===== src/rtl/game_round_timer_pkg.sv =====
// Shared definitions for the round timer: state encoding and duration width.
package game_round_timer_pkg;

    // Same 2-bit encoding the game FSM and counter renderer decode.
    typedef enum logic [1:0] {
        StIdle    = 2'd0,
        StRunning = 2'd1,
        StPaused  = 2'd2,
        StExpired = 2'd3
    } timer_state_e;

    localparam int unsigned DurW                = 7;
    localparam int unsigned DefaultStartSeconds = 99;

endpackage


===== src/rtl/game_round_timer_tick_divider.sv =====
// Prescaler dividing the system clock down to one tick per CLK_HZ enabled cycles.
module game_round_timer_tick_divider #(
    parameter int unsigned CLK_HZ = 50_000_000
) (
    input  logic clk_i,
    input  logic rst_i,
    input  logic clear_i,
    input  logic enable_i,
    output logic tick_o
);

    localparam int unsigned CntW = (CLK_HZ > 1) ? $clog2(CLK_HZ) : 1;
    localparam logic [CntW-1:0] TermCnt = CntW'(CLK_HZ - 1);

    logic [CntW-1:0] cnt_q, cnt_d;

    // Terminal count reached; the parent only acts on it in cycles where it enables counting.
    assign tick_o = (cnt_q == TermCnt);

    // Next prescaler value: clear wins, wrap at terminal count, hold when not enabled.
    always_comb begin
        cnt_d = cnt_q;
        if (clear_i) begin
            cnt_d = '0;
        end else if (enable_i) begin
            cnt_d = tick_o ? '0 : cnt_q + 1'b1;
        end
    end

    // Prescaler register with synchronous reset.
    always_ff @(posedge clk_i) begin
        if (rst_i) begin
            cnt_q <= '0;
        end else begin
            cnt_q <= cnt_d;
        end
    end

endmodule


===== src/rtl/game_round_timer.sv =====
// Round countdown timer: counts seconds from START_SECONDS to 0 with pause/resume.
module game_round_timer
    import game_round_timer_pkg::*;
#(
    parameter int unsigned CLK_HZ        = 50_000_000,
    parameter int unsigned START_SECONDS = DefaultStartSeconds,
    parameter int unsigned WARN_SECONDS  = 10
) (
    input  logic            clk_i,
    input  logic            rst_i,
    input  logic            start_i,
    input  logic            pause_i,
    input  logic            resume_i,
    output logic [DurW-1:0] game_duration_o,
    output logic            second_tick_o,
    output logic            time_up_o,
    output logic            expired_o,
    output logic            running_o,
    output logic            warn_o
);

    localparam logic [DurW-1:0] StartVal = DurW'(START_SECONDS);
    localparam logic [DurW-1:0] WarnVal  = DurW'(WARN_SECONDS);

    timer_state_e    state_q, state_d;
    logic [DurW-1:0] dur_q, dur_d;
    logic            tick_q, tick_d;
    logic            time_up_q, time_up_d;
    logic            running_q, running_d;
    logic            expired_q, expired_d;
    logic            warn_q, warn_d;

    logic div_clear, div_enable, div_tick;
    logic pause_req, resume_req;

    // pause and resume in the same cycle cancel each other.
    assign pause_req  = pause_i & ~resume_i;
    assign resume_req = resume_i & ~pause_i;

    game_round_timer_tick_divider #(
        .CLK_HZ(CLK_HZ)
    ) u_tick_divider (
        .clk_i   (clk_i),
        .rst_i   (rst_i),
        .clear_i (div_clear),
        .enable_i(div_enable),
        .tick_o  (div_tick)
    );

    // Next state, duration and output pulses; start beats pause/resume beats tick.
    always_comb begin
        state_d    = state_q;
        dur_d      = dur_q;
        tick_d     = 1'b0;
        time_up_d  = 1'b0;
        div_clear  = 1'b0;
        div_enable = 1'b0;
        if (start_i) begin
            state_d   = StRunning;
            dur_d     = StartVal;
            div_clear = 1'b1;
        end else begin
            unique case (state_q)
                StRunning: begin
                    if (pause_req) begin
                        // Prescaler holds, so a swallowed tick fires right after resume.
                        state_d = StPaused;
                    end else begin
                        div_enable = 1'b1;
                        if (div_tick && (dur_q != '0)) begin
                            dur_d  = dur_q - 1'b1;
                            tick_d = 1'b1;
                            if (dur_q == DurW'(1)) begin
                                state_d   = StExpired;
                                time_up_d = 1'b1;
                            end
                        end
                    end
                end
                StPaused: begin
                    if (resume_req) begin
                        state_d = StRunning;
                    end
                end
                default: ;
            endcase
        end
        running_d = (state_d == StRunning);
        expired_d = (state_d == StExpired);
        warn_d    = running_d && (dur_d <= WarnVal);
    end

    // State, duration and registered outputs.
    always_ff @(posedge clk_i) begin
        if (rst_i) begin
            state_q   <= StIdle;
            dur_q     <= StartVal;
            tick_q    <= 1'b0;
            time_up_q <= 1'b0;
            running_q <= 1'b0;
            expired_q <= 1'b0;
            warn_q    <= 1'b0;
        end else begin
            state_q   <= state_d;
            dur_q     <= dur_d;
            tick_q    <= tick_d;
            time_up_q <= time_up_d;
            running_q <= running_d;
            expired_q <= expired_d;
            warn_q    <= warn_d;
        end
    end

    assign game_duration_o = dur_q;
    assign second_tick_o   = tick_q;
    assign time_up_o       = time_up_q;
    assign expired_o       = expired_q;
    assign running_o       = running_q;
    assign warn_o          = warn_q;

endmodule


===== config.mk =====
export PLATFORM = sky130hd
export DESIGN_NAME = game_round_timer
export DESIGN_NICKNAME = d
export VERILOG_FILES = /design/src/rtl/game_round_timer_pkg.sv /design/src/rtl/game_round_timer_tick_divider.sv /design/src/rtl/game_round_timer.sv
export SDC_FILE = /design/constraint.sdc
export NUM_CORES = 1
export LEC_CHECK = 0
export ABC_AREA = 1
export BUFFER_PORTS_ARGS = -buffer_cell sky130_fd_sc_hd__clkbuf_2
export CAP_MARGIN = 0
export CORE_UTILIZATION = 54
export CTS_CLUSTER_DIAMETER = 120
export DETAILED_ROUTE_END_ITERATION = 10
export PLACE_DENSITY_LB_ADDON = 0.2
export SYNTH_ARGS = -nofsm -noshare
export SYNTH_HDL_FRONTEND = slang
export SYNTH_SLANG_ARGS = --single-unit

===== constraint.sdc =====
create_clock -name clk_i -period 1.9 [get_ports clk_i]
set_clock_uncertainty 0.15 [all_clocks]
set_input_delay 0.19 -clock clk_i [delete_from_list [all_inputs] [get_ports clk_i]]
set_output_delay 0.19 -clock clk_i [all_outputs]
set_load 0.05 [all_outputs]

---- After elaboration in Yosys (flattened, before gate mapping) ----
Index checks and enable logic that the tools add are counted.
W data, S select, Z words.
storage, ports and cells
  bits of input ports ..................... 5
  memory bits (read-only) ................. 0
  memories ................................ 0
  flip-flop bits (word level) ............. 40
  latch bits .............................. 0
  logic and storage cells ................. 46
  RAM bits ................................ 0
operators by class
  reduce and logical (&&, ||, !) cells .... 6
  bitwise logic cells ..................... 6
  shifts and indexed selects .............. 0
  multiplexer cells ....................... 17
  $mul .................................... 0
  div/mod/pow operators ................... 0
  $lt $le $gt $ge ......................... 1
  add/sub/neg operators ................... 2
  equal/unequal tests ..................... 6
operators with widths
  kind                     number
  $mux W7                  4
  $add A26 B1 Y26 const B  1
  $eq A26 B26 Y1 const B   1
  $mux W26                 1
  $mux W2                  5
  $eq A7 B1 Y1 const B     1
  $le A7 B4 Y1 const B     1
  $reduce_bool A7 Y1       1
  $sub A7 B1 Y7 const B    1
  $mux W1                  6
  $reduce_or A5 Y1         1
  $eq A2 B1 Y1 const B     2
  $eq A2 B2 Y1 const B     2
  $not A1 Y1               4
  $pmux W2 S2              1
  $reduce_or A4 Y1         1
  $and A1 B1 Y1            2
  $logic_and A1 B1 Y1      2
  $reduce_or A2 Y1         1

---- Logic depth before layout (Yosys ltp) ----
Gate-level depths: netlist (run 1).
  word-level depth ........................ 8
  mapped depth ............................ 15
  mapped depth without buffers ............ 15

---- Modules after synthesis ----
Synthesis (run 1) repeated with hierarchy kept, for this count alone.
unflattened totals
  cells, all modules ...................... 344
  area, all modules ....................... 2,369.8 µm²
modules (own cells, without submodules)
  module                         area each (µm²)  instances  cells each
  game_round_timer_tick_divider  1,525.2          1          223
  game_round_timer               844.6            1          121

---- Worst setup path after synthesis (run 1) ----
No wires, ideal clock.
  path type ............................... flip-flop to flip-flop
  start ................................... register dur_q[0], in the netlist game_duration_o[0]
  end ..................................... register dur_q[1], in the netlist game_duration_o[1]
  slack ................................... -0.250 ns
  path buffers ............................ 0
  stages on the path, launching flop included .. 10
  required time ........................... 1.627 ns
  data arrival time ....................... 1.876 ns
  period minus slack after synthesis ...... 2.150 ns
  cells stage by stage .................... dfxtp_1 -> inv_1 -> ha_1 -> nand2_1 -> inv_1 -> nand2_1 -> nand4_1 -> nand2_1 -> o21ai_1 -> or2_2
on the way
  longest elaborated chain between the ends .. 6
  elaborated cells between the ends (all ways) .. 7
  classes of those cells .................. add/sub: 1; mux: 4; reduce/logical: 2
RTL lines
  element                                                line                     text
  from (decl)                                            game_round_timer.sv:26   logic [DurW-1:0] dur_q, dur_d;
  from (signal assigned)                                 game_round_timer.sv:97   dur_q <= StartVal;
  from (signal assigned)                                 game_round_timer.sv:105  dur_q <= dur_d;
  branches (longest 2 deep; another with $sub A7 B1 Y7)  n/a
  $mux W7 *                                              game_round_timer.sv:70   if (div_tick && (dur_q != '0)) begin
  $mux W7 *                                              game_round_timer.sv:65   if (pause_req) begin
  $mux W7 *                                              game_round_timer.sv:63   unique case (state_q)
  $mux W7 *                                              game_round_timer.sv:58   if (start_i) begin
Every way passes the cells marked *.
A chain may end at the register's enable or synchronous reset.

---- Worst setup path after layout (run 1) ----
  start ................................... register u_tick_divider.cnt_q[1]
  end ..................................... register u_tick_divider.cnt_q[15]
on the way
  longest elaborated chain between the ends .. 2
  elaborated cells between the ends (all ways) .. 3
  classes of those cells .................. add/sub: 1; eq/ne: 1; mux: 1
RTL lines
  element                                            line                                                                      text
  from (decl)                                        game_round_timer_tick_divider.sv:15                                       logic [CntW-1:0] cnt_q, cnt_d;
  from (signal assigned)                             game_round_timer_tick_divider.sv:35                                       cnt_q <= cnt_d;
  $add A26 B1 Y26 or $eq A26 B26 Y1 (tied branches)  game_round_timer_tick_divider.sv:26, game_round_timer_tick_divider.sv:18
  $mux W26 *                                         game_round_timer_tick_divider.sv:26                                       cnt_d = tick_o ? '0 : cnt_q + 1'b1;
Every way passes the cells marked *; elsewhere a longest branch is shown, timed or not.

==> impl_metrics.tcl, run 1 <==
set metrics [dict create \
    grt-ovfl-total 0 \
    leakage_nw 1.36 \
    ir_drop_v 0.000394 \
    avgSynthCellArea_um2 6.57 \
    status "finished, violations left" \
    cts.sinks 40 \
    ant_nets 0 \
    die_w_um 67.7 \
    cp-end-kind "flop" \
    swShare_pct 24.9 \
    finalHoldViolCount 0 \
    cp.required_ns 1.93 \
    slowest_delay_ns 0.36 \
    final_cell_mix "nand2_1 (75), nor2_1 (43), inv_1 (42), buf_4 (41), nand3_1 (24)" \
    num-nets-final 431 \
    viasPerCell 5.30 \
    dp.cells 450 \
    routabilityCongestion 0.855 \
    cp_num_buf_inv 2 \
    start_util_pct 57.1 \
    io_pins 17 \
    cap_violations 0 \
    gr-usage-all-layers_pct 28.8 \
    clkLatencyLatePin_ns 0.30 \
    first_iter_violations 155 \
    p_int_mw 1.23 \
    rows 23 \
    die_h_um 67.7 \
    ys_seq_elements 40 \
    tightest_slew_ns 0.372 \
    dr.pass1.iters 5 \
    grt_pass1_vias 2280 \
    power_density_nw_per_um2 527 \
    worst_hold_path.num_cells 3 \
    layout_commonest_cell "nand2_1" \
    worst_path_dominant_cell_family "simple AND/OR/NAND/NOR gates" \
    cp.arrival_ns 1.93 \
    yosysSeqAreaShare_pct 34.3 \
    holdWs_ns 0.111 \
    n_fill_cell 326 \
    drive_gt1_share_pct 36.3 \
    path_clk_slew_ns 0.08 \
    die_area_um2 4590 \
    criticalPathCategory "flop to flop" \
    cts-htree-levels 2 \
    port_buffers 16 \
    rsz0062_at_grt "true" \
    hp-class "primary input to flop" \
    coreArea_um2 4090 \
    cts_max_path_buffers 2 \
    power.switching_mw 0.407 \
    seqPwrFrac_pct 51.8 \
    relSlewSlack_pct 75.0 \
    crit_chain "buf_4 > inv_2 > nor3_4 > nand4_1 > nor2_1 > nand3_1 > o21ai_0 > a2bb2oi_1" \
    grt_max_degree 14 \
    grt_antenna_before_repair 0 \
    min_period_over_period_pct 100 \
    cp_slowest_cell "dfxtp_2" \
    dp_hpwl_mm 4.49 \
    rr_worst_depth 8 \
    cp-start-kind "flop" \
    routedWlPerCell_um 13.3 \
    setup_ws_ns -0.00640 \
    finalSetupViolations 1 \
    worstPathMaxFanout 3 \
    yosysUniqueCellTypes 33 \
    final_cell_count_no_fill 472 \
    cts_tree "built" \
    crit_cells 8 \
    route.detailed.drc 0 \
    area_delta_synth_final_pct 33.1 \
    yosys_warnings 0 \
    wl_mm 6.28 \
    synth_nets 365 \
    antennaDiodeCount 0 \
    vias 2502 \
    syn-instance-count 355 \
    violations "setup timing" \
    grt_pass1_wl_mm 9.80 \
    final.min_clock_period_ns 1.91 \
    synthesis.area_um2 2330 \
    maxSlewViolCount 0 \
    ctsRootBufferMaster "clkbuf_8" \
    p_clk_share_pct 39.6 \
    max_clock_freq_mhz 525 \
    combPwrFrac_pct 8.6 \
    post-place-ws_ns -0.0890 \
    cts_buffers 5 \
]
[through the flow]
| step | TNS [ns] | area (um^2) | total power, mW | utilization [%] |
|---|---|---|---|---|
| after floorplan | 0 | 2340 | 0.940 | - |
| after global placement | -0.0521 | 2700 | 0.981 | 66.1 |
| after detailed placement | -0.535 | 2700 | 0.984 | 66.1 |
| after CTS | 0 | 2900 | 1.63 | 70.9 |
| after global routing | -0.490 | 3100 | 1.70 | 76.0 |
| final | -0.00640 | 3100 | 1.64 | 76.0 |
[cells in the mapped netlist]
cell type	count	area, um^2
xnor2_1	2	17.5
ha_1	5	62.6
nor3_2	2	20.0
nor4_1	3	18.8
dfxtp_1	40	801
o211a_1	1	10.0
nand3_1	25	125
nor2_2	7	43.8
clkinv_2	1	5.00
nand2_4	1	11.3
a2bb2oi_1	1	8.76
nor3_4	1	16.3
nand4_1	7	43.8
nor2_1	54	203
a21oi_1	21	105
o21ai_0	8	40.0
nand2_2	10	62.6
nor3b_1	2	15.0
or2_0	1	6.26
o21ai_1	2	10.0
nand3_2	3	30.0
inv_2	5	18.8
or2_2	1	6.26
nor3_1	10	50.1
xor2_1	2	17.5
a211oi_1	3	22.5
buf_2	1	5.00
clkinv_1	1	3.75
nor2_8	1	20.0
nor2_4	3	33.8
inv_1	47	176
nand2_1	82	308
o21a_1	2	15.0
[final cells by class]
| type | count | area [um^2] | area share (%) |
|---|---|---|---|
| clock buffer | 6 | 93.8 | 3.02 |
| clock inverter | 2 | 12.5 | 0.403 |
| inverter | 54 | 208 | 6.69 |
| multi-input combinational | 260 | 1480 | 47.7 |
| sequential | 40 | 830 | 26.7 |
| tap | 50 | 62.6 | 2.02 |
| timing repair buffer | 59 | 409 | 13.2 |
| timing repair inverter | 1 | 7.51 | 0.242 |
[path summary, 6_finish.rpt]
path                                                            start                                     to  slack [ns]
worst min-delay path                                          start_i          game_duration_o[6]$_SDFF_PP1_        0.11
worst max-delay path             u_tick_divider.cnt_q[1]$_SDFFE_PP0P_  u_tick_divider.cnt_q[15]$_SDFFE_PP0P_      -0.006
worst min register to register  u_tick_divider.cnt_q[14]$_SDFFE_PP0P_  u_tick_divider.cnt_q[14]$_SDFFE_PP0P_        0.33
worst max register to register   u_tick_divider.cnt_q[1]$_SDFFE_PP0P_  u_tick_divider.cnt_q[15]$_SDFFE_PP0P_      -0.006
[routing by layer]
metal	wire, um	track usage [%]
met5	0	0
met4	129	10.4
met3	328	6.59
met2	3080	46.9
met1	2740	36.6
[flip-flops by register name, summed over array words and instances (netlist names)]
name / flops
u_tick_divider.cnt_q: 26
second_tick_o: 1
game_duration_o: 7
warn_o: 1
state_q: 2
running_o: 1
time_up_o: 1
expired_o: 1
[tightest hold or removal path, stage by stage]
cell and delay [ns]:
clkbuf_2 0.21, a21oi_1 0.08, nand2_1 0.05
[kinds of logic after synthesis]
group,Yosys count,synth area share [%]
adders and majority gates,5,2.68
xor gates and xnor gates,4,1.50
buffers and inverters,55,8.96
AOI/OAI and AO/OA,38,9.07
DFF,40,34.3
and+or+nand+nor,213,43.5
[repair_timing]
| item | 4_1_cts | 5_1_grt |
|---|---|---|
| endpoints found under the setup margin | 13 | 24 |
| resized for setup | 14 | 52 |
| gates cloned | 0 | 1 |
| hold endpoints to repair | 3 | 0 |
| pin swaps | 8 | 14 |
| hold buffers | 1 | 0 |
| buffers inserted | 4 | 8 |
[power by group through the flow]
stage	logic, mW	registers (mW)	clock network (mW)
finish	0.140	0.848	0.649
CTS	0.123	0.846	0.660
global route	0.153	0.849	0.702
global placement	0.116	0.865	0
detailed placement	0.118	0.865	0
floorplan	0.0634	0.876	0
No activity file was read; power rests on OpenSTA's default activity.
==> run 2: changes to the inputs <==
- REMOVE_ABC_BUFFERS: unset -> 1
==> run 2 against run 1 <==
Effect of this change: the run still ends with setup timing left; sequential share of layout area hardly changed; utilization is 0.80 points lower; non-clock buffer count is 4 higher; global-route usage is 0.16 points higher; die area stayed put.
==> impl_metrics.tcl, run 2 (same netlist as run 1, synthesis figures left out) <==
set metrics [dict create \
    largest_register_ff_count 26 \
    final_cell_count_no_fill 474 \
    die_h_um 67.7 \
    grtUsageMet2_pct 48.6 \
    worst_hold_path.num_cells 3 \
    power.switching_mw 0.378 \
    cp.required_ns 1.94 \
    grt_pass1_wl_mm 9.69 \
    dp.cells 453 \
    hp-class "primary input to flop" \
    finalSetupViolations 2 \
    cp.arrival_ns 1.96 \
    dr.pass1.iters 7 \
    fin_total_pwr_mw 1.53 \
    criticalPathCategory "flop to flop" \
    finalSetupTns_ns -0.0173 \
    layout_commonest_cell "nand2_1" \
    cap_violations 0 \
    min_period_over_period_pct 101 \
    power_density_nw_per_um2 497 \
    grt_max_degree 13 \
    worstPathMaxFanout 3 \
    grt_pass1_vias 2204 \
    layout.area.seq_um2 820 \
    port_buffers 16 \
    fin_util_pct 75.2 \
    violations "setup timing" \
    die_area_um2 4590 \
    relSlewSlack_pct 71.2 \
    cts.sinks 40 \
    tightest_slew_ns 0.429 \
    n_fill_cell 304 \
    coreArea_um2 4090 \
    wl_mm 6.22 \
    clkLatencyLatePin_ns 0.30 \
    max_clock_freq_mhz 523 \
    ir_drop_v 0.000507 \
    viasPerCell 5.29 \
    start_util_pct 57.1 \
    routedWlPerCell_um 13.1 \
    ctsRootBufferMaster "clkbuf_8" \
    finalInstanceArea_um2 3070 \
    path_clk_slew_ns 0.08 \
    vias 2508 \
    leakage_nw 1.35 \
    cts_buffers 5 \
    antennaDiodeCount 0 \
    swShare_pct 24.8 \
    multi_input_area_um2 1460 \
    die_w_um 67.7 \
    rr_worst_depth 14 \
    routabilityCongestion 0.876 \
    regMostFlops "u_tick_divider.cnt_q" \
    final_cell_mix "nand2_1 (79), nor2_1 (46), buf_4 (44), inv_1 (40), dfxtp_1 (25)" \
    p_int_mw 1.15 \
    place_area_um2 2720 \
    route.detailed.drc 0 \
    cp-end-kind "flop" \
    seqPwrFrac_pct 55.8 \
    num-nets-final 434 \
    cts_max_path_buffers 2 \
    rsz0062_at_grt "true" \
    grt_antenna_before_repair 0 \
    grt-ovfl-total 0 \
    rows 23 \
    cts-htree-levels 2 \
    cp-start-kind "flop" \
    p_clk_share_pct 35.3 \
    cts_tree "built" \
    first_iter_violations 210 \
    area_delta_synth_final_pct 31.7 \
    drive_gt1_share_pct 34.0 \
    dp_hpwl_mm 4.44 \
    gr-usage-all-layers_pct 28.9 \
    grt.busiest_layer "met2" \
    io_pins 17 \
    final.min_clock_period_ns 1.91 \
    grtUsageMet3_pct 5.07 \
    setup_ws_ns -0.0138 \
    combPwrFrac_pct 8.9 \
    post-place-ws_ns -0.0791 \
    finalHoldViolCount 0 \
    status "finished, violations left" \
    ant_nets 0 \
    grt_use_met1_pct 37.0 \
    maxSlewViolCount 0 \
    holdWs_ns 0.119 \
]
==> run 2: changes by cell type in the layout (fill, tap and decap cells not counted), sizes merged <==
cell,delta
clkinvlp,-2
buf,+4
inv,-1
clkinv,+1
==> run 2: final timing paths <==
kind	start	end	slack, ns
worst max register to register	u_tick_divider.cnt_q[0]$_SDFFE_PP0P_	warn_o$_SDFF_PP0_	-0.01
worst min-delay path	start_i	game_duration_o[6]$_SDFF_PP1_	0.12
worst max-delay path	u_tick_divider.cnt_q[0]$_SDFFE_PP0P_	warn_o$_SDFF_PP0_	-0.01
worst min register to register	u_tick_divider.cnt_q[14]$_SDFFE_PP0P_	u_tick_divider.cnt_q[14]$_SDFFE_PP0P_	0.33
==> run 2: worst max-delay path, stage by stage, from the launching register on <==
cell,delay (ns)
dfxtp_2,0.36
ha_4,0.15
inv_2,0.05
nor2_2,0.11
nand2_1,0.08
nor2_2,0.13
nand3_1,0.13
nor2_2,0.19
nand2_1,0.10
nand2_1,0.06
nand2_1,0.05
nand2_1,0.07
nand2_1,0.06
nand2_1,0.07
nor2_1,0.04
==> run 2: cell type report <==
class / instances / share of cell area [%]
Sequential cell: 40 / 26.7
Clock buffer: 6 / 2.36
Timing Repair Buffer: 63 / 14.4
Clock inverter: 1 / 0.163
Inverter: 54 / 6.76
Multi-Input combinational cell: 260 / 47.6
Tap cell: 50 / 2.04
==> run 2: routing by layer <==
| metal | part of all wire [%] | wire, um |
|---|---|---|
| met5 | 0 | 0 |
| met4 | 2.1 | 129 |
| met3 | 5.6 | 348 |
| met2 | 48 | 3000 |
| met1 | 44 | 2750 |
==> run 2: power by group through the flow <==
| stage | clock [mW] | sequential (mW) | combinational [mW] |
|---|---|---|---|
| 2_1_floorplan | 0 | 0.879 | 0.0625 |
| 3_3_place_gp | 0 | 0.868 | 0.114 |
| 3_5_place_dp | 0 | 0.868 | 0.115 |
| 4_1_cts | 0.544 | 0.851 | 0.121 |
| 5_1_grt | 0.583 | 0.852 | 0.149 |
| 6_report | 0.539 | 0.851 | 0.135 |
==> run 2: timing repair <==
item,4_1_cts,5_1_grt
buffers inserted,3,10
endpoints found under the setup margin,11,19
resized for setup,18,40
hold endpoints to repair,2,0
hold buffers,1,0
pin swaps,12,19
